$ cat src/rtl/write_addr_seq.sv
// Write-address sequencer: steps a slot index through DEPTH register slots and
// emits BASE+slot. Optional one-hot slot output is enabled by WRITE_ADDR_SEQ_ONEHOT_EN.
module write_addr_seq #(
    parameter int DEPTH = 15,
    parameter int AW    = 4,
    parameter int BASE  = 1,
    parameter int WRAP  = 1
) (
    input  logic          clk,
    input  logic          rst_n,
    input  logic          Start,
    input  logic          clear,
    input  logic          load,
    input  logic [7:0]    load_idx,
    output logic [AW-1:0] WriteReg,
    output logic          wrap,
    output logic          done,
    output logic          busy,
    output logic          dbg_state_o
`ifdef WRITE_ADDR_SEQ_ONEHOT_EN
    ,
    output logic [DEPTH-1:0] slot_oh
`endif
);

    localparam int IW = $clog2(DEPTH);
    localparam logic [IW-1:0] IDX_LAST = IW'(DEPTH - 1);
    localparam logic [AW-1:0] BASE_A   = AW'(BASE);

    generate
        if (DEPTH < 2 || DEPTH > 256) begin : g_bad_depth
            $error("write_addr_seq: DEPTH must be within 2..256");
        end
        if (BASE < 0 || (BASE + DEPTH - 1) > ((2 ** AW) - 1)) begin : g_bad_base
            $error("write_addr_seq: BASE+DEPTH-1 does not fit in AW bits");
        end
    endgenerate

    typedef enum logic {
        S_RUN  = 1'b0,
        S_DONE = 1'b1
    } state_t;

    state_t        state_q;
    logic [IW-1:0] idx_q;
    logic          wrap_q;
    logic          done_q;
    logic [IW-1:0] load_slot_d;

    // Out-of-range load indices park on the last slot; compare in 9 bits so DEPTH=256 works.
    assign load_slot_d = ({1'b0, load_idx} >= 9'(DEPTH)) ? IDX_LAST : IW'(load_idx);

    always_ff @(posedge clk or negedge rst_n) begin
        if (!rst_n) begin
            state_q <= S_RUN;
            idx_q   <= '0;
            wrap_q  <= 1'b0;
            done_q  <= 1'b0;
        end else begin
            wrap_q <= 1'b0;
            if (clear) begin
                state_q <= S_RUN;
                idx_q   <= '0;
                done_q  <= 1'b0;
            end else if (load) begin
                state_q <= S_RUN;
                idx_q   <= load_slot_d;
                done_q  <= 1'b0;
            end else if (Start && state_q == S_RUN) begin
                if (idx_q != IDX_LAST) begin
                    idx_q <= idx_q + IW'(1);
                end else if (WRAP != 0) begin
                    idx_q  <= '0;
                    wrap_q <= 1'b1;
                end else begin
                    state_q <= S_DONE;
                    done_q  <= 1'b1;
                end
            end
        end
    end

`ifdef WRITE_ADDR_SEQ_ONEHOT_EN
    logic [DEPTH-1:0] oh_q;

    // Ring copy of idx_q: a rotate covers both the step and the wrap to slot 0.
    always_ff @(posedge clk or negedge rst_n) begin
        if (!rst_n) begin
            oh_q <= DEPTH'(1);
        end else if (clear) begin
            oh_q <= DEPTH'(1);
        end else if (load) begin
            oh_q <= DEPTH'(1) << load_slot_d;
        end else if (Start && state_q == S_RUN && (idx_q != IDX_LAST || WRAP != 0)) begin
            oh_q <= {oh_q[DEPTH-2:0], oh_q[DEPTH-1]};
        end
    end

    assign slot_oh = oh_q;
`endif

    assign WriteReg    = BASE_A + AW'(idx_q);
    assign wrap        = wrap_q;
    assign done        = done_q;
    assign busy        = Start && !done_q;
    assign dbg_state_o = state_q;

endmodule

$ cat config.mk
export PLATFORM = sky130hd
export DESIGN_NAME = write_addr_seq
export DESIGN_NICKNAME = d
export VERILOG_FILES = /design/src/rtl/write_addr_seq.sv
export SDC_FILE = /design/constraint.sdc
export NUM_CORES = 1
export LEC_CHECK = 0
export CORE_AREA = 10 10 47 49
export DETAILED_ROUTE_END_ITERATION = 8
export DIE_AREA = 0 0 57 59
export PLACE_DENSITY = 0.76
export SETUP_SLACK_MARGIN = 0.4
export SLEW_MARGIN = 0
export SYNTH_ARGS = -nofsm -noshare
export SYNTH_HDL_FRONTEND = slang
export SYNTH_SLANG_ARGS = --single-unit
export TNS_END_PERCENT = 10
$ cat constraint.sdc
create_clock -name clk -period 2.1 [get_ports clk]
set_input_delay 0.525 -clock clk [delete_from_list [all_inputs] [get_ports clk]]
set_output_delay 0.525 -clock clk [all_outputs]
set_load 0.005 [all_outputs]
# After elaboration in Yosys (flattened, before gate mapping)
# Index checks and enable logic that the tools add are counted.
dict set report word_totals {
  register_bits 6
  in_bits 13
  out_inout_bits 8
  wordCells 23
}
dict set report classes {
  add_sub_neg 1
  magnitude_cmp 1
  eq_ne 1
  muxes 11
  n_bitwise 1
  n_reduce_logical 5
}
# op n
set op_table {}
lappend op_table {{4-bit 2-to-1 mux} 5}
lappend op_table {{8-bit by 4-bit >= comparator with 1-bit output (second input constant)} 1}
lappend op_table {{1-bit 2-to-1 mux} 6}
lappend op_table {{1-bit by 4-bit adder with 4-bit output (first input constant)} 1}
lappend op_table {{4-bit inequality test (second input constant)} 1}
lappend op_table {{3-bit nonzero test} 1}
lappend op_table {{1-bit logical AND} 2}
lappend op_table {{2-bit nonzero test} 1}
lappend op_table {{1-bit zero test} 1}
lappend op_table {{1-bit NOT} 1}

# Longest topological paths before layout
dict set report depth {
  ltp_word 5
  mapped_depth 6
  mapped_depth_nobuf 6
}

# Worst setup path after synthesis
# Ideal clock, no wire load.
dict set report synth_timing {
  path_type {reg2reg}
  start {register idx_q[0]}
  end {register idx_q[3]}
  setup_ps 104
  arrival_time_ps 1259
  t_required_ps 1996
  path_slack_ps 738
  stages_incl_launch_ff 7
  path_buffers 0
  synth_period_minus_slack_ps 1362
  path_cell_list {dfrtp_1 > inv_1 > ha_1 > a21o_1 > nand2_1 > a211oi_1 > o41ai_2}
}
dict set report synth_between {
  elab_chain_len 5
  word_cells_on_any_way 6
  classes_between {1 x add/sub; 1 x eq/ne; 4 x mux}
}
# element line
set synth_lines {}
lappend synth_lines {{start: declaration} 45} ;# logic [IW-1:0] idx_q;
lappend synth_lines {{start signal: assignment} 67} ;# idx_q <= load_slot_d;
lappend synth_lines {{start signal: assignment} 71} ;# idx_q <= idx_q + IW'(1);
lappend synth_lines {{1-bit by 4-bit adder with 4-bit output or 4-bit inequality test (tied branches)} {71, 70}}
lappend synth_lines {{4-bit 2-to-1 mux *} 70} ;# if (idx_q != IDX_LAST) begin
lappend synth_lines {{4-bit 2-to-1 mux *} 69} ;# end else if (Start && state_q == S_RUN) begin
lappend synth_lines {{4-bit 2-to-1 mux *} 65} ;# end else if (load) begin
lappend synth_lines {{4-bit 2-to-1 mux *} 61} ;# if (clear) begin
# Mark *: on every way between the ends. The rest lies on a longest branch, timed or not. The select of a mux whose other input is x is not followed.
# A chain may end at the register's enable or synchronous reset.

# Worst setup path after layout
dict set report layout_timing {
  start {register idx_q[1]}
  end {output port WriteReg[1]}
}
dict set report layout_between {
  elab_chain_len 1
}
# element line
set layout_lines {}
lappend layout_lines {{1-bit by 4-bit adder with 4-bit output} 102} ;# assign WriteReg = BASE_A + AW'(idx_q);
lappend layout_lines {{end: declaration} 15} ;# output logic [AW-1:0] WriteReg,
# No other way between the ends.

==> run_results.csv <==
group,metric,value,unit
hold_path,hold_path.class,"in2async",
floorplan,core_region_area,1401,um2
place,hpwl,893.8,um
power_and_ir_drop,p_per_area,505.6,nW/um2
power_and_ir_drop,total_power,341.0,uW
floorplan,core.rowCount,14,
sta,setup_viol,0,
yosys,synth-seq-cells,5,
sta,hold_ws,0.4970,ns
setup_path,cp_slowest_cell,"dfrtp_2",
grt,antenna_found_initial,0,
detailed_routing,wl_per_cell,12.26,um
clocking,cts.htree.levels,1,
clocking,cts_buffers,3,
yosys,synthCells,46,
grt,track_usage,7.289,%
grt,grt_max_degree,9,
cells_and_area,areaGrowthSynthToFinish,69.50,%
cells_and_area,layout_common_cells,"clkdlybuf4s50_1 (14), buf_4 (6), nand2_1 (5), nor2_1 (5), dfrtp_1 (4)",
sta,setup_tns,0,ns
yosys,yosysTopAreaCell,"dfrtp_1",
floorplan,io-pin-count,21,
cells_and_area,final_common_cell,"clkdlybuf4s50_1",
clocking,clk_latency,0.24,ns
yosys,yosysWarningCount,0,
cells_and_area,design_area,674.4,um2
power_and_ir_drop,p_leak,0.2962,nW
grt,grt_pass1_wl,1945,um
sta,final_hold_viol_count,0,
setup_path,critPathKind,"reg2out",
grt,grt_pass1_vias,453,
detailed_routing,ant_nets,0,
setup_path,critPathArrivalTime,1.25,ns
sta,timing.final.crit_period,1.779,ns
cells_and_area,nNetsFinal,89,
yosys,yosysTopAreaCellShare,31.45,%
detailed_routing,firstDrtPassIters,4,
run,maxCapViolations,0,
status,status,"completed",
yosys,yosysUniqueCellTypes,27,
floorplan,start_util,28.39,%
setup_path,critPathMaxStageDelay,0.40,ns
yosys,yosys-top-cells-area,"dfrtp_1 (31%), ha_1 (6.3%), buf_4 (5.7%)",
clocking,cts_num_sinks,5,
sta,rsz0062_at_grt,"true",
sta,min_period_over_period,84.69,%
cells_and_area,drive_above_1_share,31.51,%
sta,clock_skew,0.005498,ns
place,place_inst,78,
floorplan,die_w,57,um
setup_path,start_kind,"flop",
detailed_routing,routed_via_density,4.652,
detailed_routing,drtIter0Drc,14,
yosys,netlist_area,397.9,um2
sta,max_freq,562.2,MHz
yosys,synth_seq_area_share,31.45,%
yosys,syn_avg_cell_area,8.650,um2
place,numPortBuffers,18,
clocking,tritoncts,"done",
clocking,cts_buffer_depth,2,
setup_path,cp_common_cell,"buf_6",
floorplan,fp.dieArea,3363,um2
setup_path,crit_fanout,2,
cells_and_area,diodes,0,
clocking,cts_root_buf,"clkbuf_4",
setup_path,endpoint_kind,"output port",
sta,slew_viol_final,0,
grt,overflow,0,
detailed_routing,drc,0,
cells_and_area,fillers,152,
detailed_routing,wl,1091,um
setup_path,cp_data_required_time,1.57,ns
cells_and_area,final_cells,89,
place,placed_cell_area,581.8,um2
place,gp_congestion,0.7991,
detailed_routing,vias,414,
clocking,path_clk_slew,0.05,ns
floorplan,die_y,59,um
power_and_ir_drop,ir_drop,266.7,uV
setup_path,crit_chain,"buf_6 > buf_6 > ha_4 > inv_2 > buf_6",
## critical path: cells and delay by family, from the launching register on
kind | cells | cell delay (ns)
flops | 1 | 0.40
fa+ha+maj | 1 | 0.25
buf+inv | 4 | 0.36
## synth_stat cells
| master | instances |
|---|---|
| a211oi_1 | 1 |
| a21boi_0 | 1 |
| a21o_1 | 1 |
| a21oi_1 | 3 |
| a31oi_1 | 1 |
| and2b_2 | 1 |
| buf_2 | 1 |
| buf_4 | 3 |
| conb_1 | 1 |
| dfrtp_1 | 5 |
| ha_1 | 2 |
| inv_1 | 2 |
| nand2_1 | 5 |
| nand2b_1 | 1 |
| nand3_1 | 2 |
| nand3_2 | 1 |
| nand4_1 | 1 |
| nor2_1 | 5 |
| nor3_1 | 1 |
| nor3_4 | 1 |
| nor4_1 | 1 |
| nor4b_1 | 1 |
| o31ai_1 | 1 |
| o41ai_1 | 1 |
| o41ai_2 | 1 |
| xnor2_1 | 1 |
| xor2_1 | 1 |
## where the power goes
part	switching (mW)	internal, mW	total (mW)
clock	0.0389	0.0718	0.111
combinational	0.0439	0.0714	0.115
sequential	0.0107	0.104	0.115
total	0.0935	0.247	0.341
## final timing paths
path / from / endpoint / slack (ns) / depth (start not counted)
max: idx_q[1]$_DFFE_PN0P_ / WriteReg[1] / 0.32 / 5
min: rst_n / idx_q[0]$_DFFE_PN0P_ / 0.50 / 1
max reg2reg: idx_q[1]$_DFFE_PN0P_ / idx_q[3]$_DFFE_PN0P_ / 0.63 / 7
min reg2reg: idx_q[3]$_DFFE_PN0P_ / idx_q[3]$_DFFE_PN0P_ / 0.62 / 2
max in group asynchronous: rst_n / idx_q[1]$_DFFE_PN0P_ / 1.40 / 1
min in group clk: idx_q[3]$_DFFE_PN0P_ / idx_q[3]$_DFFE_PN0P_ / 0.62 / 2
## stage by stage
stage / setup slack [ns] / utilization (%)
floorplan: 0.7376 / -
global placement: 0.06608 / 41.52
detailed placement: 0.06941 / 41.52
CTS: 0.3028 / 48.48
global route: 0.2709 / 48.13
finish: 0.3214 / 48.13
## area by class of cell
| cell class | instances | area (um2) | share of cell area, % |
|---|---|---|---|
| Inverter | 2 | 7.507 | 1.113 |
| Sequential cell | 5 | 126.4 | 18.74 |
| Multi-Input combinational cell | 36 | 256.5 | 38.03 |
| Timing Repair Buffer | 26 | 237.7 | 35.25 |
| Tap cell | 16 | 20.02 | 2.968 |
| Clock buffer | 4 | 26.28 | 3.896 |
## sequential cells by signal, indices dropped and copies added (netlist names)
signal	count
idx_q	4
wrap	1
## metal layers
metal  track usage [%]  up-vias  routed length (um)
met1             6.963      186                 430
met4             3.020        0                   0
li1                  -      213                   -
met3             5.794        0                 130
met2             11.47       15                 530
met5                 0        -                   0
## cell families after synthesis
family                   count (synthesis)  synth area share (%)
AO/OA/AOI/OAI                           10                 19.19
adder cells (fa/ha/maj)                  2                 6.288
other                                    1                0.9425
AND/OR/NAND/NOR                         20                 28.94
XOR/XNOR                                 2                 4.403
buffers and inverters                    6                 8.804
flip-flops                               5                 31.45
## timing repair
item                                    4_1_cts  5_1_grt
resized for setup                            19        1
buffers inserted                              7        0
endpoints found under the setup margin        5        5
pin swaps                                     2        1
hold buffers                                  0        0
Note: power is estimated with default switching activity, not from simulation.
